### config.mk
export PLATFORM = sky130hd
export DESIGN_NAME = axioma_wdt_ctrl
export DESIGN_NICKNAME = d
export VERILOG_FILES = /design/src/rtl/axioma_wdt_pkg.sv /design/src/rtl/axioma_wdt_counter.sv /design/src/rtl/axioma_wdt_ctrl.sv
export SDC_FILE = /design/constraint.sdc
export NUM_CORES = 1
export LEC_CHECK = 0
export ABC_AREA = 1
export CORE_ASPECT_RATIO = 0.8
export CORE_UTILIZATION = 45
export DETAILED_ROUTE_END_ITERATION = 8
export PLACE_DENSITY = 0.75
export SLEW_MARGIN = 20
export SYNTH_ARGS = -nofsm -noshare
export SYNTH_HDL_FRONTEND = slang
export SYNTH_HIERARCHICAL = 1
export SYNTH_SLANG_ARGS = --single-unit
### constraint.sdc
create_clock -name clk -period 6 [get_ports clk]
set_clock_uncertainty 0.05 [all_clocks]
set_input_delay 1.8 -clock clk [delete_from_list [all_inputs] [get_ports clk]]
set_output_delay 1.8 -clock clk [all_outputs]
set_load 0.03 [all_outputs]
### src/rtl/axioma_wdt_pkg.sv
// Shared constants, types and helpers for the AxiomaCore-328 watchdog controller.
// Latency: n/a; backpressure: n/a.
package axioma_wdt_pkg;

  localparam int WDIF_BIT = 7;
  localparam int WDIE_BIT = 6;
  localparam int WDP3_BIT = 5;
  localparam int WDCE_BIT = 4;
  localparam int WDE_BIT  = 3;

  localparam logic [7:0] WDTCSR_ADDR_DEFAULT = 8'h60;
  localparam int         WIN_LEN             = 4;
  localparam int         CNT_W               = 20;

  typedef enum logic [1:0] {
    MODE_STOP    = 2'b00,
    MODE_INT     = 2'b01,
    MODE_RST     = 2'b10,
    MODE_INT_RST = 2'b11
  } wdt_mode_t;

  typedef enum logic {
    WIN_CLOSED = 1'b0,
    WIN_OPEN   = 1'b1
  } win_state_t;

  // WDP above 9 aliases to 9; at 9 the shift wraps to zero so the limit becomes all ones.
  function automatic logic [CNT_W-1:0] wdp_limit(input logic [3:0] wdp);
    logic [3:0] sel;
    sel       = (wdp > 4'd9) ? 4'd9 : wdp;
    wdp_limit = (20'd2048 << sel) - 20'd1;
  endfunction

endpackage

### src/rtl/axioma_wdt_counter.sv
// Prescaled watchdog counter; timeout is combinational in the tick cycle, count updates at the edge.
// Latency: 0 cycles to timeout; backpressure: none, clear always wins over a tick.
module axioma_wdt_counter
  import axioma_wdt_pkg::*;
(
  input  logic             clk,
  input  logic             reset_n,
  input  logic             tick,
  input  logic             clear,
  input  logic             enable,
  input  logic [3:0]       wdp,
  output logic [CNT_W-1:0] count,
  output logic             timeout
);

  logic at_limit;

  // >= rather than == so a WDP reduction below the running count still expires.
  assign at_limit = (count >= wdp_limit(wdp));
  assign timeout  = enable && tick && !clear && at_limit;

  always_ff @(posedge clk or negedge reset_n) begin
    if (!reset_n) begin
      count <= '0;
    end else if (!enable || clear) begin
      count <= '0;
    end else if (tick) begin
      count <= at_limit ? '0 : count + 1'b1;
    end
  end

endmodule

### src/rtl/axioma_wdt_ctrl.sv
// WDTCSR owner: timed change window, interrupt/reset mode logic and WDR handling.
// Latency: writes land at the io_write edge, reads are same-cycle; backpressure: none.
module axioma_wdt_ctrl
  import axioma_wdt_pkg::*;
#(
  parameter logic [7:0] WDTCSR_ADDR = WDTCSR_ADDR_DEFAULT
) (
  input  logic        clk,
  input  logic        reset_n,
  input  logic [7:0]  io_addr,
  input  logic [7:0]  io_data_in,
  output logic [7:0]  io_data_out,
  input  logic        io_read,
  input  logic        io_write,
  input  logic        wdr_strobe,
  input  logic        wdt_tick,
  input  logic        wdrf,
  input  logic        wdton_fuse,
  input  logic        irq_ack,
  output logic        wdt_irq,
  output logic        wdt_enable,
  output logic [3:0]  wdt_prescaler,
  output logic        wdt_clear,
  output logic        wdt_system_reset,
  output logic [19:0] debug_wdt_count
);

  logic       wdif_q;
  logic       wdie_q;
  logic       wde_q;
  logic [3:0] wdp_q;
  win_state_t win_state;
  logic [1:0] win_cnt;

  logic      force_wde;
  logic      wde_eff;
  logic      wdie_eff;
  logic      win_open;
  logic      wr_hit;
  logic      timeout;
  wdt_mode_t mode;

  assign force_wde = wdrf | wdton_fuse;
  assign wde_eff   = wde_q | force_wde;
  assign wdie_eff  = wdie_q & ~wdton_fuse;
  assign mode      = wdt_mode_t'({wde_eff, wdie_eff});
  assign win_open  = (win_state == WIN_OPEN);
  assign wr_hit    = io_write && (io_addr == WDTCSR_ADDR);

  assign io_data_out   = (io_read && (io_addr == WDTCSR_ADDR)) ?
                         {wdif_q, wdie_eff, wdp_q[3], win_open, wde_eff, wdp_q[2:0]} : 8'h00;
  assign wdt_irq       = wdif_q & wdie_eff;
  assign wdt_enable    = (mode != MODE_STOP);
  assign wdt_prescaler = wdp_q;

  axioma_wdt_counter u_counter (
    .clk     (clk),
    .reset_n (reset_n),
    .tick    (wdt_tick),
    .clear   (wdr_strobe),
    .enable  (wdt_enable),
    .wdp     (wdp_q),
    .count   (debug_wdt_count),
    .timeout (timeout)
  );

  always_ff @(posedge clk or negedge reset_n) begin
    if (!reset_n) begin
      wdif_q           <= 1'b0;
      wdie_q           <= 1'b0;
      wde_q            <= 1'b0;
      wdp_q            <= 4'd0;
      win_state        <= WIN_CLOSED;
      win_cnt          <= 2'd0;
      wdt_clear        <= 1'b0;
      wdt_system_reset <= 1'b0;
    end else begin
      wdt_clear        <= wdr_strobe;
      wdt_system_reset <= timeout && (mode == MODE_RST);

      // Any write inside the window consumes it; a write in the last open cycle still counts.
      if (win_open) begin
        if (wr_hit || win_cnt == 2'd0) begin
          win_state <= WIN_CLOSED;
        end else begin
          win_cnt <= win_cnt - 2'd1;
        end
      end else if (wr_hit && io_data_in[WDCE_BIT] && io_data_in[WDE_BIT]) begin
        win_state <= WIN_OPEN;
        win_cnt   <= 2'(WIN_LEN - 1);
      end

      if (wr_hit && win_open) begin
        wde_q <= io_data_in[WDE_BIT] | force_wde;
        wdp_q <= {io_data_in[WDP3_BIT], io_data_in[2:0]};
      end else begin
        wde_q <= wde_eff | (wr_hit & io_data_in[WDE_BIT]);
      end

      // Acknowledging in a WDE mode drops WDIE so the next expiry resets the part.
      if (irq_ack && wde_eff) begin
        wdie_q <= 1'b0;
      end else if (wr_hit) begin
        wdie_q <= io_data_in[WDIE_BIT] & ~wdton_fuse;
      end

      if (timeout && wdie_eff) begin
        wdif_q <= 1'b1;
      end else if (irq_ack || (wr_hit && io_data_in[WDIF_BIT])) begin
        wdif_q <= 1'b0;
      end
    end
  end

endmodule

# After elaboration in Yosys (flattened, before gate mapping)

Cells that the tools add are included.

$add $sub $neg: 3
Equal/unequal tests: 3
Shifts and indexed selects: 1
Bitwise logic cells: 9
Multiplexer cells: 16
$lt $le $gt $ge: 2
Reduce and logical (&&, ||, !) cells: 24

Operators with widths:

| kind                    | count |
|---|---|
| $mux W20                | 3 |
| $add A20 B1 Y20 const B | 1 |
| $ge A20 B20 Y1          | 1 |
| $shl A12 B4 Y20 const A | 1 |
| $sub A20 B1 Y20 const B | 1 |
| $logic_and A1 B1 Y1     | 12 |
| $reduce_bool A2 Y1      | 5 |
| $eq A8 B7 Y1 const B    | 1 |
| $mux W1                 | 8 |
| $mux W8                 | 1 |
| $mux W2                 | 3 |
| $and A1 B1 Y1           | 4 |
| $gt A4 B4 Y1 const B    | 1 |
| $mux W4                 | 1 |
| $or A1 B1 Y1            | 4 |
| $logic_or A1 B1 Y1      | 3 |
| $eq A2 B2 Y1 const B    | 1 |
| $logic_not A1 Y1        | 2 |
| $logic_not A2 Y1        | 1 |
| $ne A2 B2 Y1 const B    | 1 |
| $reduce_and A2 Y1       | 1 |
| $sub A2 B1 Y2 const B   | 1 |
| $not A1 Y1              | 1 |

Word-level logic and storage cells: 67
Output and inout port bits: 36
Input port bits: 25
Flip-flop bits (word level): 32

# Logic depth before layout (Yosys ltp)

Gate-level depths: netlist of the first run.

Word-level depth: 8
Gate-level depth with buffers: 17
Gate-level depth less buffers: 17

# Modules after synthesis

Netlist of the first run, hierarchy kept.

Modules (own cells, without submodules):

| module             | area an instance (um^2) | cells an instance | instances |
|---|---|---|---|
| axioma_wdt_counter | 1645.3                  | 217               | 1 |
| axioma_wdt_ctrl    | 663.1                   | 91                | 1 |

# Least setup slack after synthesis of the first run

Ideal clock, no wire load.

Kind: input-to-output
Start: in io_addr[3]
End: out io_data_out[0]
Slack: 1456 ps
Arrival: 2694 ps
Stages on the path: 5
Buffers on the path: 0
Cells stage by stage: nor2_1 -> nand2_1 -> nor2_4 -> nand2_1 -> nor2_1

Word-level cells in the longest chain between the ends: 3

Ends and longest elaborated chain:

| element             | RTL line              | text |
|---|---|---|
| start, declared     | axioma_wdt_ctrl.sv:10 | `input logic [7:0] io_addr,` |
| $eq A8 B7 Y1        | axioma_wdt_ctrl.sv:50 | `assign io_data_out = (io_read && (io_addr == WDTCSR_ADDR)) ?` |
| $logic_and A1 B1 Y1 | axioma_wdt_ctrl.sv:50 |  |
| $mux W8             | axioma_wdt_ctrl.sv:50 |  |
| end, declared       | axioma_wdt_ctrl.sv:12 | `output logic [7:0] io_data_out,` |

No other way between the ends.

# Worst setup path after layout of the first run

Start: in io_addr[5]
End: out io_data_out[0]

The elaborated chain is that of the path after synthesis.

==> flow_summary.ini, run 1 <==
[outcome]
status = finished, final reports clean

[critical_path]
cp_max_fo = 8
cp_top_family = buffers and inverters
setup.worst_path.start_class = input port
crit_chain = clkdlybuf4s50_1 > inv_1 > nor2_1 > nand2_1 > nor2_4 > nand2_1 > nor2_1 > clkdlybuf4s50_1
crit_path_end_kind = primary output
cp_num_buf_inv = 3
critical_path.max_stage_delay_ps = 680
crit_slowest_cell = clkdlybuf4s50_1
worstSetupPathType = input port to primary output
required_ps = 4150
crit_arrival_ps = 3600

[synth]
synth_edf_count = 0
synth.distinct_cells = 32
synth-seq-cells = 32
synthTopCellsByCount = 83 x nand2_1, 50 x inv_1, 37 x nor2_1
synthesis.nets = 345
ys.flop_type = dfrtp_1
synth_area_leader_cell = dfrtp_1
async_flop_share = 1.00
synthTopCellsByArea = dfrtp_1 35%, nand2_1 13%, inv_1 8.1%
netlist_instances = 308
syn_area_um2 = 2310
syn_avg_cell_area_um2 = 7.50
synth_seq_area_share = 0.347
synth_top_area_share = 0.347
ys_warn_count = 6
yosysMostFrequentCell = nand2_1

[worst_hold_path]
hp-class = flop to flop

[detailed_routing]
drc_errors = 0
wire_per_inst_um = 12.5
drtIter0Drc = 105
num_vias = 2179
antenna_left = 0
totalWireLength_um = 5460
via_per_inst = 5.00
first_pass_iters = 4

[sta]
hold_viol = 0
fmax_ghz = 0.183
setup_viol = 0
slew_headroom = 0.722
rsz0062_at_grt = false
post-route-min-period_ps = 5450
min_period_over_period = 0.908
slew_viol_final = 0
tns_ps = 0
worstMarginPinSlew_ps = 417

[placed_design]
gp_congestion = 0.787
hpwl_um = 4250
io_buffers = 60

[global_route]
antenna_found_initial = 0
overflow = 0
grt_max_degree = 33
grt_pass1_vias = 2015
grt_util_all_layers = 0.226
grt_pass1_wl_um = 9050

[finish]
fin_util = 0.642
syn_to_final_growth_pct = 32.4
final.fill_count = 432
diodes = 0
fin_nets = 412
drive_gt1_frac = 0.0984

[floorplan]
die-area_um2 = 5420
die_y_um = 66.1
core-area_um2 = 4760
ioPinCount = 61
fp-row-count = 22
fp.dieW_um = 82.1
start_util = 0.485

[pwr]
ir_drop_uv = 118
power_per_cell_area_nw_per_um2 = 143
leakagePower_nw = 1.45

[clocking]
insertion_delay_ps = 290
post_cts_resized = 0
cts_tree = yes
root_buffer = clkbuf_8
postCtsSetupBuffers = 0
htreeDepth = 2
cts_buffer_depth = 2
holdBufCountCts = 0
path_clk_slew_ps = 60
clock-sinks = 32
cts_buffers = 5

[flow_run]
cap_viol_max_count = 0
## final timing paths
check                                              from                              end  slack (ps)  depth (start not counted)
min in group asynchronous                       reset_n   u_counter/count[2]$_DFFE_PN0P_        1870                          2
hold reg to reg                      wdie_q$_DFFE_PN0P_               wdie_q$_DFFE_PN0P_         460                          2
hold / removal                       wdie_q$_DFFE_PN0P_               wdie_q$_DFFE_PN0P_         460                          2
max in group asynchronous                       reset_n     wdt_prescaler[0]$_DFFE_PN0P_        3730                          2
setup reg to reg           wdt_prescaler[2]$_DFFE_PN0P_  u_counter/count[16]$_DFFE_PN0P_        3110                         15
setup / recovery                             io_addr[5]                   io_data_out[0]         550                          8
## registers in the layout, indices dropped and copies added, names as in the netlist
register	flops
wdt_clear	1
wdie_q	1
wdt_prescaler	4
u_counter/count	20
wde_q	1
win_open	1
wdt_system_reset	1
wdif_q	1
win_cnt	2
## layout make-up
| class | count | area [um^2] | area share |
|---|---|---|---|
| multi-input cells | 223 | 1280 | 0.420 |
| flip-flops and latches | 32 | 801 | 0.262 |
| repair buffers | 62 | 616 | 0.201 |
| clock buffers | 8 | 90.1 | 0.0295 |
| inverters | 51 | 191 | 0.0627 |
| well taps | 60 | 75.1 | 0.0246 |
## power by group
part	total [W]	switching [W]	internal [W]	leakage [nW]
Sequential	0.000220	0.00000221	0.000218	0.417
Clock	0.000175	0.0000810	0.0000935	0.0455
Combinational	0.0000424	0.0000212	0.0000212	0.992
## layout by cell type (no fill, tap or decap)
cell	synthesis	routed
ha_1	12	12
xor2_1	11	11
a21o_1	1	1
nor2_1	37	37
inv_1	50	50
a21oi_2	1	1
o21ai_0	5	5
or2_2	1	1
buf_4	0	2
a21oi_1	4	4
o22ai_2	6	6
o21bai_1	1	1
nand2_1	83	83
nand4_1	11	11
xnor2_1	4	4
or4_1	1	1
clkdlybuf4s50_1	0	60
o21ai_2	5	5
nand2_2	4	4
nand4_2	1	1
o21ai_1	8	8
nor2_4	3	3
nand3b_1	1	1
nor2_2	2	2
inv_2	1	1
nand3_1	14	14
dfrtp_1	32	32
clkbuf_8	1	6
nand3_4	1	1
clkbuf_1	0	2
nand2_4	1	1
nand3_2	2	2
nor2_8	1	1
nor3_1	2	2
## cell families after synthesis
logic type,count (synthesis),synth area share
buffers and inverters,53,0.0976
AO/OA/AOI/OAI,31,0.0986
XOR/XNOR,15,0.0569
flip-flops,32,0.347
AND/OR/NAND/NOR,165,0.335
adder cells (fa/ha/maj),12,0.0650
## through the flow
stage               hold WS [ps]  setup slack [ps]  area (um^2)  std cells  total power (W)
floorplan                    425              1460         2310        308         0.000241
global placement             448               600         2970        428         0.000266
detailed placement           445               544         2970        428         0.000267
CTS                          462               542         3060        436         0.000441
global route                 522               358         3060        436         0.000458
finish                       459               550         3060        436         0.000437
## layer usage
| layer | global-route usage | wire length (um) |
|---|---|---|
| met1 | 0.300 | 2680 |
| met2 | 0.350 | 2450 |
| met3 | 0.0441 | 197 |
| met4 | 0.107 | 122 |
| met5 | 0 | 0 |
## worst register-to-register path, cell delays in order, from the launching register on
cell	delay, ps
dfrtp_1	470
nor3_1	210
inv_1	70
nor2_1	180
inv_1	70
ha_1	210
nand4_1	120
xnor2_1	160
ha_1	280
nand2_1	70
nand2_1	40
nand2_1	50
nand2_1	50
a21oi_2	220
nand3_4	300
o21ai_0	260
No activity file was read; power rests on OpenSTA's default activity.
==> run 2, diff against run 1 <==
SKIP_LAST_GASP = 1   (was not set)
==> results of run 2 <==
Final layout, timing and power as in run 1 (identical DEF).
==> run 3, diff against run 2 <==
MAX_ROUTING_LAYER = met4   (was not set)
==> run 3 against run 2 <==
Effect of this change:
- clock-buffer cell count did not move
- core utilization did not move
- clock power about the same
- fmax is essentially flat
- critical path type unchanged
- largest cell class unchanged
- largest power group unchanged
==> flow_summary.ini, run 3 (synthesized netlist as in run 1, its figures left out) <==
[worst_hold_path]
min_to = wdie_q$_DFFE_PN0P_
hold_start = wdie_q$_DFFE_PN0P_
hp-class = flop to flop
hold_depth = 2

[floorplan]
fp-row-count = 22
die-area_um2 = 5420
fp.dieW_um = 82.1
start_util = 0.485
ioPinCount = 61
die_y_um = 66.1
core-area_um2 = 4760

[clocking]
cts_buffers = 5
cts_buffer_depth = 2
holdBufCountCts = 0
insertion_delay_ps = 290
cts_tree = yes
path_clk_slew_ps = 60
post_cts_resized = 0
root_buffer = clkbuf_8
htreeDepth = 2
postCtsSetupBuffers = 0
clock-sinks = 32

[pwr]
power_per_cell_area_nw_per_um2 = 143
ir_drop_uv = 118
leakagePower_nw = 1.45

[flow_run]
cap_viol_max_count = 0

[placed_design]
dp.cells = 428
hpwl_um = 4250
gp_congestion = 0.798
io_buffers = 60

[sta]
min_period_over_period = 0.908
slew_viol_final = 0
slew_headroom = 0.720
hold_viol = 0
post-route-min-period_ps = 5450
setup_viol = 0
worstMarginPinSlew_ps = 419
fmax_ghz = 0.184
rsz0062_at_grt = false
tns_ps = 0

[critical_path]
crit_chain = clkdlybuf4s50_1 > inv_1 > nor2_1 > nand2_1 > nor2_4 > nand2_1 > nor2_1 > clkdlybuf4s50_1
setup.worst_path.start_class = input port
rrSetupSlack_ps = 3100
r2r-start = wdt_prescaler[2]$_DFFE_PN0P_
r2r_end = u_counter/count[16]$_DFFE_PN0P_
crit_path_end_kind = primary output
required_ps = 4150
reg2reg_depth = 15
cp_max_fo = 8
worstSetupPathType = input port to primary output
crit_arrival_ps = 3600
critical_path.max_stage_delay_ps = 680
crit_slowest_cell = clkdlybuf4s50_1

[detailed_routing]
wire_per_inst_um = 12.6
num_vias = 2168
drtIter0Drc = 117
first_pass_iters = 4
drc_errors = 0
via_per_inst = 4.97
antenna_left = 0
totalWireLength_um = 5480

[finish]
fin_nets = 412
stdcell_count = 436
drive_gt1_frac = 0.0984
largest_reg_flops = 20
final.fill_count = 432
layout_common_cells = 83 x nand2_1, 60 x clkdlybuf4s50_1, 50 x inv_1
final_common_cell = nand2_1
largest-register = u_counter/count
syn_to_final_growth_pct = 32.4
diodes = 0

[global_route]
grt_max_degree = 33
antenna_found_initial = 0
grt_util_all_layers = 0.234
grt_pass1_vias = 2012
overflow = 0
grt_pass1_wl_um = 9080

[outcome]
status = finished, final reports clean
-- run 3: area by class of cell --
cell class | instances | area [um^2] | share of cell area
repair buffers | 62 | 616 | 0.201
well taps | 60 | 75.1 | 0.0246
clock buffers | 8 | 90.1 | 0.0295
flip-flops and latches | 32 | 801 | 0.262
inverters | 51 | 191 | 0.0627
multi-input cells | 223 | 1280 | 0.420
-- run 3: per-layer routing --
metal	vias to the layer above	GRT usage	wire length, um
li1	1110	-	-
met1	1004	0.302	2650
met2	47	0.349	2480
met3	7	0.0648	259
met4	0	0.0811	91
met5	-	-	0
-- run 3: metrics by stage --
step	hold WS (ps)	util	worst slack, ps	instance area, um^2	total power (W)
4_1_cts	462	0.642	542	3060	0.000441
3_5_place_dp	445	0.623	544	2970	0.000267
6_report	458	0.642	551	3060	0.000437
5_1_grt	522	0.642	358	3060	0.000460
3_3_place_gp	448	0.623	600	2970	0.000266
2_1_floorplan	425	-	1460	2310	0.000241
-- run 3: worst max path at each step --
stage / startpoint / end / slack (ps)
after floorplan: io_addr[3] / io_data_out[0] / 1460
after detailed placement: io_addr[5] / io_data_out[0] / 540
final: io_addr[5] / io_data_out[0] / 550
after global placement: io_addr[5] / io_data_out[1] / 600
after global routing: io_addr[6] / io_data_out[4] / 360
after CTS: io_addr[5] / io_data_out[0] / 540
-- run 3: worst max-delay path, delay by kind of cell --
kind,cells,cell delay [ps]
simple gates,5,620
buf+inv,3,1180
-- run 3: power breakdown --
| part | switching (W) | internal (W) | leakage [nW] | total [W] |
|---|---|---|---|---|
| Combinational | 0.0000211 | 0.0000212 | 0.992 | 0.0000423 |
| Clock | 0.0000817 | 0.0000935 | 0.0455 | 0.000175 |
| Sequential | 0.00000220 | 0.000218 | 0.417 | 0.000220 |
| Total | 0.000105 | 0.000332 | 1.45 | 0.000437 |
